$ cat config.mk
export PLATFORM = sky130hd
export DESIGN_NAME = mac_rx_filter
export DESIGN_NICKNAME = d
export VERILOG_FILES = /design/src/rtl/mac_rx_filter.sv
export SDC_FILE = /design/constraint.sdc
export NUM_CORES = 1
export LEC_CHECK = 0
export ABC_CLOCK_PERIOD_IN_PS = 5700
export CAP_MARGIN = 30
export CELL_PAD_IN_SITES_DETAIL_PLACEMENT = 1
export CELL_PAD_IN_SITES_GLOBAL_PLACEMENT = 2
export CORE_AREA = 2 2 157 159
export DETAILED_ROUTE_END_ITERATION = 8
export DIE_AREA = 0 0 159 161
export PLACE_DENSITY_LB_ADDON = 0.12
export RECOVER_POWER = 50
export SLEW_MARGIN = 20
export SYNTH_ARGS = -nofsm -noshare
export SYNTH_HDL_FRONTEND = slang
export SYNTH_SLANG_ARGS = --single-unit
$ cat constraint.sdc
create_clock -name clock -period 5.7 [get_ports clock]
set_input_delay 0.855 -clock clock [delete_from_list [all_inputs] [get_ports clock]]
set_output_delay 0.855 -clock clock [all_outputs]
set_load 0.005 [all_outputs]
$ cat src/rtl/mac_rx_filter.sv
// rtl/mac_rx_filter.sv - Ethernet MAC receive filter: DA match, SA/EtherType capture, FCS strip, CRC and length check.
module mac_rx_filter #(
  parameter int MIN_FRAME = 64,
  parameter int MAX_FRAME = 1518
) (
  input  logic        clock,
  input  logic        reset,
  input  logic        rx_enable,
  input  logic [7:0]  rx_data,
  input  logic [47:0] local_mac,
  input  logic        broadcast_en,
  output logic [7:0]  out_data,
  output logic        out_valid,
  output logic        out_sof,
  output logic [47:0] remote_mac,
  output logic [15:0] ethertype,
  output logic        frame_done,
  output logic        frame_good
);

  localparam logic [10:0] MIN_L       = 11'(MIN_FRAME);
  localparam logic [10:0] MAX_L       = 11'(MAX_FRAME);
  localparam logic [31:0] CRC_RESIDUE = 32'hDEBB20E3;

  typedef enum logic [2:0] {WAIT_IDLE, IDLE, DST, HDR, PAYLOAD, DISCARD} state_t;

  state_t      state, state_next;
  logic [10:0] cnt;
  logic [10:0] n;
  logic [31:0] crc, crc_seed, crc_next;
  logic [31:0] dly;
  logic        dst_match, dst_all_ff;
  logic [7:0]  mac_byte;
  logic        match_now, all_ff_now, accept;
  logic        consume, ending;

  function automatic logic [31:0] crc32_byte(input logic [31:0] c, input logic [7:0] d);
    logic [31:0] r;
    r = c ^ {24'd0, d};
    for (int i = 0; i < 8; i++) begin
      r = r[0] ? ((r >> 1) ^ 32'hEDB88320) : (r >> 1);
    end
    return r;
  endfunction

  // The byte presented in IDLE is byte 0; afterwards cnt holds its index.
  always_comb begin
    n = (state == IDLE) ? 11'd0 : cnt;
    case (n[2:0])
      3'd0:    mac_byte = local_mac[47:40];
      3'd1:    mac_byte = local_mac[39:32];
      3'd2:    mac_byte = local_mac[31:24];
      3'd3:    mac_byte = local_mac[23:16];
      3'd4:    mac_byte = local_mac[15:8];
      3'd5:    mac_byte = local_mac[7:0];
      default: mac_byte = 8'h00;
    endcase
    match_now  = (rx_data == mac_byte) && ((n == 11'd0) || dst_match);
    all_ff_now = (rx_data == 8'hFF) && ((n == 11'd0) || dst_all_ff);
    accept     = match_now || (all_ff_now && broadcast_en);
    crc_seed   = (state == IDLE) ? 32'hFFFFFFFF : crc;
    crc_next   = crc32_byte(crc_seed, rx_data);
    consume    = rx_enable && (state inside {IDLE, DST, HDR, PAYLOAD});
    ending     = !rx_enable && (state inside {HDR, PAYLOAD});
  end

  always_ff @(posedge clock or posedge reset) begin
    if (reset) state <= WAIT_IDLE;
    else       state <= state_next;
  end

  always_comb begin
    state_next = state;
    case (state)
      WAIT_IDLE: if (!rx_enable) state_next = IDLE;
      IDLE:      if (rx_enable) state_next = DST;
      DST: begin
        if (!rx_enable)          state_next = IDLE;
        else if (n == 11'd5)     state_next = accept ? HDR : DISCARD;
      end
      HDR: begin
        if (!rx_enable)          state_next = IDLE;
        else if (n == 11'd13)    state_next = PAYLOAD;
      end
      PAYLOAD:   if (!rx_enable) state_next = IDLE;
      DISCARD:   if (!rx_enable) state_next = IDLE;
      default:   state_next = WAIT_IDLE;
    endcase
  end

  always_ff @(posedge clock or posedge reset) begin
    if (reset) begin
      cnt        <= '0;
      crc        <= '0;
      dly        <= '0;
      dst_match  <= 1'b0;
      dst_all_ff <= 1'b0;
      out_data   <= '0;
      out_valid  <= 1'b0;
      out_sof    <= 1'b0;
      remote_mac <= '0;
      ethertype  <= '0;
      frame_done <= 1'b0;
      frame_good <= 1'b0;
    end else begin
      out_valid  <= 1'b0;
      out_sof    <= 1'b0;
      frame_done <= 1'b0;
      if (consume) begin
        cnt        <= (n == 11'h7FF) ? n : n + 11'd1;
        crc        <= crc_next;
        dly        <= {dly[23:0], rx_data};
        dst_match  <= match_now;
        dst_all_ff <= all_ff_now;
        if (state == HDR && n <= 11'd11) remote_mac <= {remote_mac[39:0], rx_data};
        if (state == HDR && n >= 11'd12) ethertype  <= {ethertype[7:0], rx_data};
        // Releasing byte n-4 on arrival of byte n keeps the trailing FCS inside the delay line.
        if (state == PAYLOAD && n >= 11'd18) begin
          out_valid <= 1'b1;
          out_data  <= dly[31:24];
          out_sof   <= (n == 11'd18);
        end
      end
      if (ending) begin
        frame_done <= 1'b1;
        frame_good <= (crc == CRC_RESIDUE) && (cnt >= MIN_L) && (cnt <= MAX_L)
                      && (state == PAYLOAD) && (cnt > 11'd14);
      end
    end
  end

endmodule

## Word level (Yosys, flattened, before mapping)

Cells that the tools add are included.
Widths: inputs -> output; s select.

| word-level totals | value |
|---|---|
| register bits after elaboration | 156 |
| logic and storage cells | 101 |

| operators by class | value |
|---|---|
| bitwise gates (word level) | 9 |
| mux-type cells | 25 |
| $lt $le $gt $ge | 6 |
| equal/unequal tests | 21 |
| add/sub/neg operators | 1 |
| reduce and logical (&&, ||, !) cells | 26 |

Operators with widths:

| cell | number |
|---|---|
| $mux 32 | 9 |
| $not 13->14 | 8 |
| $pmux 8 s6 | 1 |
| $eq 32x32->1 const B | 1 |
| $xor 32x8->32 | 1 |
| $mux 11 | 2 |
| $mux 3 | 7 |
| $eq 3x2->1 const B | 4 |
| $eq 3x3->1 const B | 4 |
| $logic_and 1x1->1 | 12 |
| $pmux 3 s4 | 1 |
| $add 11x1->11 const B | 1 |
| $eq 11x11->1 const B | 1 |
| $eq 11x3->1 const B | 1 |
| $eq 11x4->1 const B | 1 |
| $eq 11x5->1 const B | 1 |
| $ge 11x4->1 const B | 1 |
| $ge 11x5->1 const B | 1 |
| $ge 11x7->1 const B | 1 |
| $gt 11x4->1 const B | 1 |
| $le 11x11->1 const B | 1 |
| $le 11x4->1 const B | 1 |
| $logic_not 11->1 | 1 |
| $eq 8x8->1 | 1 |
| 13 further kinds | 25 |

## Logic depth before layout (Yosys ltp)

Gate-level depths: netlist (run 1).

| logic depth | value |
|---|---|
| depth after elaboration | 19 |
| gate-level depth with buffers | 9 |
| depth with buffers taken out | 7 |

## Worst setup path before layout (run 1)

No wires, ideal clock.

| path | value |
|---|---|
| kind | input port to flip-flop |
| start point | in rx_data[0] |
| end point | reg crc[23] |
| required time | 5.567 ns |
| setup time | 0.133 ns |
| stages on the path | 8 |
| setup slack | 2.615 ns |
| arrival time | 2.951 ns |
| path through | clkbuf_1 nor2_1 a211oi_4 xor3_4 xnor2_1 xor2_1 xor2_1 o21ai_0 |

| between the ends | value |
|---|---|
| word-level cells in the longest chain between the ends | 14 |

Ends and longest elaborated chain:

| element | line | text |
|---|---|---|
| start: declaration | 9 | `input logic [7:0] rx_data,` |
| $xor 32x8->32 * | 39 | `r = c ^ {24'd0, d};` |
| $mux 32 * | 41 | `r = r[0] ? ((r >> 1) ^ 32'hEDB88320) : (r >> 1);` |
| $not 13->14 (no source line) | - |  |
| $mux 32 * (2 in series) | 41 |  |
| $not 13->14 (no source line) | - |  |
| $mux 32 * | 41 |  |
| $not 13->14 (no source line) | - |  |
| $mux 32 * (2 in series) | 41 |  |
| $not 13->14 (no source line) | - |  |
| $mux 32 * | 41 |  |
| $not 13->14 (no source line) | - |  |
| $mux 32 * | 41 |  |
| end signal: assignment | 111 | `crc <= crc_next;` |
| end: declaration | 30 | `logic [31:0] crc, crc_seed, crc_next;` |

Mark *: on every way between the ends. The rest lies on a longest branch, timed or not.
A chain may end at the register's enable or synchronous reset.

==> flow_summary.json, run 1 <==
{
  "status": "finished with violations",
  "violations": "max-capacitance violations, max-slew violations",
  "seqCellArea_sq_mm": 0.00390,
  "cts_buffers": 17,
  "cellPowerDensity_mw_per_mm2": 624,
  "hpwl_mm": 15.6,
  "die_h_microns": 161,
  "syn_area_per_cell_sq_um": 10.0,
  "yosysTopAreaCellShare_pct": 50.0,
  "cts_tree": "yes",
  "skew_ns": 0.0103,
  "worst-path-max-fanout": 85,
  "critPathLaunchType": "input pin",
  "clk_pin_slew_ns": 0.07,
  "met3_length_microns": 526,
  "num_io_pins": 136,
  "ys_seq_elements": 156,
  "clock_latency_ns": 0.43,
  "numPortBuffers": 135,
  "ys_async_sr_fraction_pct": 100,
  "clk_path_buf_depth": 2,
  "die_area_sq_mm": 0.0256,
  "gp_congestion": 0.817,
  "synth_top_area_cell": "dfrtp_1",
  "fin_util_pct": 42.1,
  "wl_met1_mm": 10.3,
  "drcViolationCount": 0,
  "postCtsSetupRepairBufs": 0,
  "initial_utilization_pct": 32.6,
  "min_period_ns": 3.79,
  "drv_cap": 1,
  "area_growth_pct": 29.2,
  "yosysMostFrequentCell": "nand2_1",
  "leakage_nw": 4.63,
  "ys_warn_count": 0,
  "vias": 6014,
  "dp_slack_ns": 1.73,
  "top_layer": "met4",
  "setup_violations": 0,
  "slew_violations": 86,
  "path_class": "in -> async",
  "finalSetupTns_ns": 0,
  "post_drt_wl_per_cell_microns": 17.8,
  "yosys.cell_types.count": 54,
  "grt_pass1_wl_mm": 36.2,
  "layout-drive-gt1-share_pct": 13.5,
  "fmax_mhz": 264,
  "slew_headroom_pct": -147,
  "core-area_sq_mm": 0.0240,
  "num_rows": 57,
  "num-nets-final": 954,
  "globalRouteTotalUtil_pct": 17.8,
  "postRouteAntennaNets": 0,
  "grt_start_max_net_pins": 101,
  "drt_iter0_markers": 211,
  "wl_mm": 21.9,
  "arrival_ns": 4.31,
  "cp-end-kind": "async pin",
  "fillers": 2691,
  "antenna_found_initial": 1,
  "critPathRequiredTime_ns": 6.22,
  "clkSinkCount": 156,
  "worst_slew_pin_slew_ns": 3.68,
  "root_buffer": "clkbuf_16",
  "peakVddDrop_mv": 0.260,
  "synthCells": 781,
  "multi_input_area_sq_mm": 0.00370,
  "rsz0062_at_grt": "false",
  "grt_pass1_vias": 6413,
  "htree_levels": 4,
  "syn_area_sq_mm": 0.00781,
  "grt_overflow": 0,
  "ys_top_cells_by_count": "nand2_1, dfrtp_1, mux2_2, xnor2_1, nor2_1",
  "synthFlopType": "dfrtp_1",
  "dr.pass1.iters": 4,
  "synth_edf_count": 0,
  "yosysSeqAreaShare_pct": 50.0,
  "netlist_top_cells_area": "dfrtp_1, mux2_2, nand2_1",
  "ctsHoldBuffers": 0,
  "dr_wl_met2_mm": 10.8,
  "worst_slack_ns": 1.91,
  "die_x_microns": 159,
  "hold_viol": 0,
  "syn-num-nets": 841,
  "finalCritPeriodShare_pct": 66.5,
  "hold_path_class": "reg -> reg",
  "cts_resized": 0,
  "via_per_inst": 4.88,
  "design_power_total_mw": 6.29
}
[final cells by class]
cell class | count | share of cell area [%]
diodes | 1 | 0.0248
well taps | 324 | 4.02
clock buffers | 17 | 4.22
repair buffers | 146 | 14.5
inverters | 8 | 0.310
flip-flops and latches | 156 | 38.7
multi-input cells | 565 | 36.7
clock inverters | 15 | 1.61
[power breakdown]
part / internal (mW) / switching [mW]
Sequential: 1.51 / 0.375
Clock: 0.590 / 0.537
Combinational: 1.53 / 1.74
[worst paths after layout]
path                                  end  depth (start not counted)  slack, ns        start
max in group clock                 cnt[3]                          7       2.19       cnt[1]
setup / recovery                  crc[19]                          3       1.91        reset
setup reg to reg                   cnt[3]                          7       2.19       cnt[1]
hold / removal                out_data[6]                          2       0.47  out_data[6]
min in group asynchronous  remote_mac[10]                          2       1.99        reset
hold reg to reg               out_data[6]                          2       0.47  out_data[6]
[sequential cells by signal, indices dropped and copies added, names as in the netlist]
| signal | flops |
|---|---|
| remote_mac | 48 |
| frame_done | 1 |
| dst_all_ff | 1 |
| cnt | 11 |
| dly | 32 |
| ethertype | 16 |
| crc | 32 |
| frame_good | 1 |
| out_data | 8 |
| dst_match | 1 |
| state | 3 |
| out_valid | 1 |
| out_sof | 1 |
[cells in the final DEF (no fill, tap or decap), drive strengths merged, types with 2 or more instances in the layout]
master           n
nand2          186
dfrtp          156
dlygate4sd3     78
mux2            68
xnor2           64
clkdlybuf4s50   57
nor2            46
o21ai           44
xor2            24
clkbuf          18
inv             16
nor3            13
a21oi           12
nand4           10
buf             10
a31oi            7
a211oi           7
nor2b            6
a221oi           6
clkinv           6
nand3b           5
nor4b            5
nor4bb           5
nor4             4
nand3            4
and3             4
a221o            4
and2             4
o31ai            3
nand4b           3
mux2i            3
nor3b            3
or3              3
nand2b           2
nand4bb          2
o211ai           2
o21a             2
and4b            2
o311ai           2
[critical path, cell delays in order]
cell and delay, ns:
dlygate4sd3_1 0.55, clkinvlp_2 2.08, buf_4 0.78
[metrics by stage]
stage,instances,area (sq um),hold slack [ns]
after floorplan,781,7810,0.439
after global placement,1196,9450,0.448
after detailed placement,1197,9480,0.456
after CTS,1229,10100,0.472
after global routing,1232,10100,0.490
final,1232,10100,0.468
[kinds of logic after synthesis]
| group | count (synthesis) | synth area share (%) |
|---|---|---|
| AO/OA/AOI/OAI | 94 | 7.71 |
| multiplexers | 71 | 10.2 |
| flip-flops | 156 | 50.0 |
| AND/OR/NAND/NOR | 310 | 18.1 |
| buffers and inverters | 60 | 2.93 |
| XOR/XNOR | 90 | 11.1 |
[per-layer routing]
metal	GRT usage [%]	up-vias
met1	23.6	3012
li1	-	2876
met3	2.88	23
met5	0	-
met2	30.3	103
met4	5.04	0
(Power assumes the default switching activity.)
==> run 2, diff against run 1 <==
--- a/config.mk
+++ b/config.mk
@@ -5,7 +5,7 @@
 export SDC_FILE = /design/constraint.sdc
 export NUM_CORES = 1
 export LEC_CHECK = 0
-export ABC_CLOCK_PERIOD_IN_PS = 5700
+export ABC_CLOCK_PERIOD_IN_PS = 3550
 export CAP_MARGIN = 30
 export CELL_PAD_IN_SITES_DETAIL_PLACEMENT = 1
 export CELL_PAD_IN_SITES_GLOBAL_PLACEMENT = 2
==> constraint.sdc (replaced) <==
create_clock -name clock -period 3.55 [get_ports clock]
set_input_delay 0.5325 -clock clock [delete_from_list [all_inputs] [get_ports clock]]
set_output_delay 0.5325 -clock clock [all_outputs]
set_load 0.005 [all_outputs]
==> flow_summary.json, run 2 (synthesized netlist as in run 1, its figures left out) <==
{
  "setup_violations": 0,
  "grt_pass1_vias": 6500,
  "final_cell_mix": "nand2_1, dfrtp_1, clkdlybuf4s50_1",
  "worst_slew_pin_slew_ns": 1.56,
  "grt_start_max_net_pins": 101,
  "fillers": 2693,
  "rrSetupSlack_ns": 0.45,
  "clk_path_buf_depth": 2,
  "r2r-start": "state[1]",
  "crit_buf_inv": 0,
  "pwr-share-clk_pct": 18.0,
  "slowest_stage": "xor3_4",
  "fin_util_pct": 43.0,
  "drt_iter0_markers": 300,
  "cts_buffers": 17,
  "startpoint": "state[1]",
  "skew_ns": 0.0176,
  "cts_tree": "yes",
  "drv_cap": 1,
  "slew_headroom_pct": -4.87,
  "vias": 6074,
  "fmax_mhz": 323,
  "num_io_pins": 136,
  "cp-end-kind": "register",
  "finalCritPeriodShare_pct": 87.2,
  "clkSinkCount": 156,
  "gp_congestion": 0.818,
  "wl_mm": 22.4,
  "finalSetupTns_ns": 0,
  "multi_input_area_sq_mm": 0.00370,
  "numPortBuffers": 135,
  "peakVddDrop_mv": 0.456,
  "critPathLaunchType": "register",
  "grt_pass1_wl_mm": 36.7,
  "p_sw_mw": 4.32,
  "seqPwrFrac_pct": 28.9,
  "root_buffer": "clkbuf_16",
  "cp_slowest_stage_delay_ns": 0.62,
  "hold_path_class": "reg -> reg",
  "rsz0062_at_grt": "false",
  "min_period_ns": 3.10,
  "holdWs_ns": 0.466,
  "core-area_sq_mm": 0.0240,
  "num_rows": 57,
  "clk_pin_slew_ns": 0.07,
  "via_per_inst": 4.86,
  "largest_reg_flops": 48,
  "hold_viol": 0,
  "slew_violations": 32,
  "top_register": "remote_mac",
  "status": "finished with violations",
  "crit_cells": 7,
  "power.share.switching_pct": 41.2,
  "largestRegisters": "remote_mac (48), crc (32), dly (32)",
  "post_drt_wl_per_cell_microns": 17.9,
  "postCtsSetupRepairBufs": 0,
  "layout_commonest_cell": "nand2_1",
  "power_frac_comb_pct": 53.1,
  "antenna_found_initial": 0,
  "layout-drive-gt1-share_pct": 15.4,
  "leakage_nw": 4.67,
  "die_area_sq_mm": 0.0256,
  "die_x_microns": 159,
  "cts_resized": 0,
  "drcViolationCount": 0,
  "clock_latency_ns": 0.44,
  "dr.pass1.iters": 4,
  "worstReg2RegEnd": "crc[20]",
  "die_h_microns": 161,
  "arrival_ns": 3.40,
  "critPathRequiredTime_ns": 3.85,
  "seqCellArea_sq_mm": 0.00390,
  "globalRouteTotalUtil_pct": 18.2,
  "design_power_total_mw": 10.5,
  "initial_utilization_pct": 32.6,
  "hpwl_mm": 16.0,
  "postRouteAntennaNets": 0,
  "ctsHoldBuffers": 0,
  "cp-endpoint": "crc[20]",
  "diodes": 0,
  "power.internal_mw": 6.17,
  "grt_overflow": 0,
  "crit_top_cell": "xor2_1",
  "violations": "max-capacitance violations, max-slew violations",
  "path_class": "reg -> reg",
  "worst-path-max-fanout": 9,
  "reg2reg_depth": 7,
  "cellPowerDensity_mw_per_mm2": 1020,
  "num-nets-final": 974,
  "htree_levels": 4,
  "area_growth_pct": 32.1,
  "path_cells": "or3b_1 > a211oi_4 > xor3_4 > xnor2_1 > xor2_1 > xor2_1 > o21ai_0",
  "critPathTopFamily": "XOR/XNOR gates"
}
==> run 2: cell types whose count changed in the layout (fill, tap and decap cells not counted), moves of 3 or more <==
cell / delta
clkdlybuf4s50_1: +40
dlygate4sd3_1: -40
buf_4: +18
buf_12: +3
==> run 2: worst min-delay path by stage <==
stage	startpoint	end	slack (ns)	cells past startpoint
after detailed placement	dly[23]	dly[31]	0.45	2
final	out_data[6]	out_data[6]	0.47	2
after CTS	dly[7]	dly[15]	0.47	2
after global routing	dly[14]	dly[22]	0.49	2
after floorplan	dly[2]	dly[10]	0.44	2
after global placement	dly[7]	dly[15]	0.45	2
==> run 2: power groups by stage <==
stage	Sequential, mW	Clock (mW)	Combinational (mW)
5_1_grt	3.15	2.03	6.16
3_5_place_dp	3.09	0	5.59
2_1_floorplan	2.83	0	3.91
4_1_cts	3.05	1.94	5.66
3_3_place_gp	3.04	0	5.47
6_report	3.03	1.89	5.57
==> run 2: through the flow <==
step	instance area [sq um]	setup WS, ns	instances
after detailed placement	9670	0.153	1218
after CTS	10300	0.406	1250
final	10300	0.453	1251
after floorplan	7810	0.705	781
after global placement	9650	0.255	1217
after global routing	10300	0.241	1251
==> run 2: worst min-delay path, delay by kind of cell (launching register included) <==
kind | cells | cell delay, ns
flops | 1 | 0.34
simple gates | 2 | 0.10
==> run 2: area by class of cell <==
class	instances	share of cell area, %
inverters	8	0.303
clock buffers	17	4.13
well taps	324	3.93
flip-flops and latches	156	37.9
multi-input cells	565	35.9
clock inverters	15	1.80
repair buffers	166	16.1
==> run 2: metal layers <==
metal  up-vias  wire length [microns]  share of wire (%)  global-route usage [%]
met5         -                      0                  0                       0
met4         0                    263                1.2                    5.25
met3        18                    713                3.2                    3.16
met2        93                  11200                 50                    31.3
met1      3044                  10200                 46                    23.8
li1       2919                      -                  -                       -
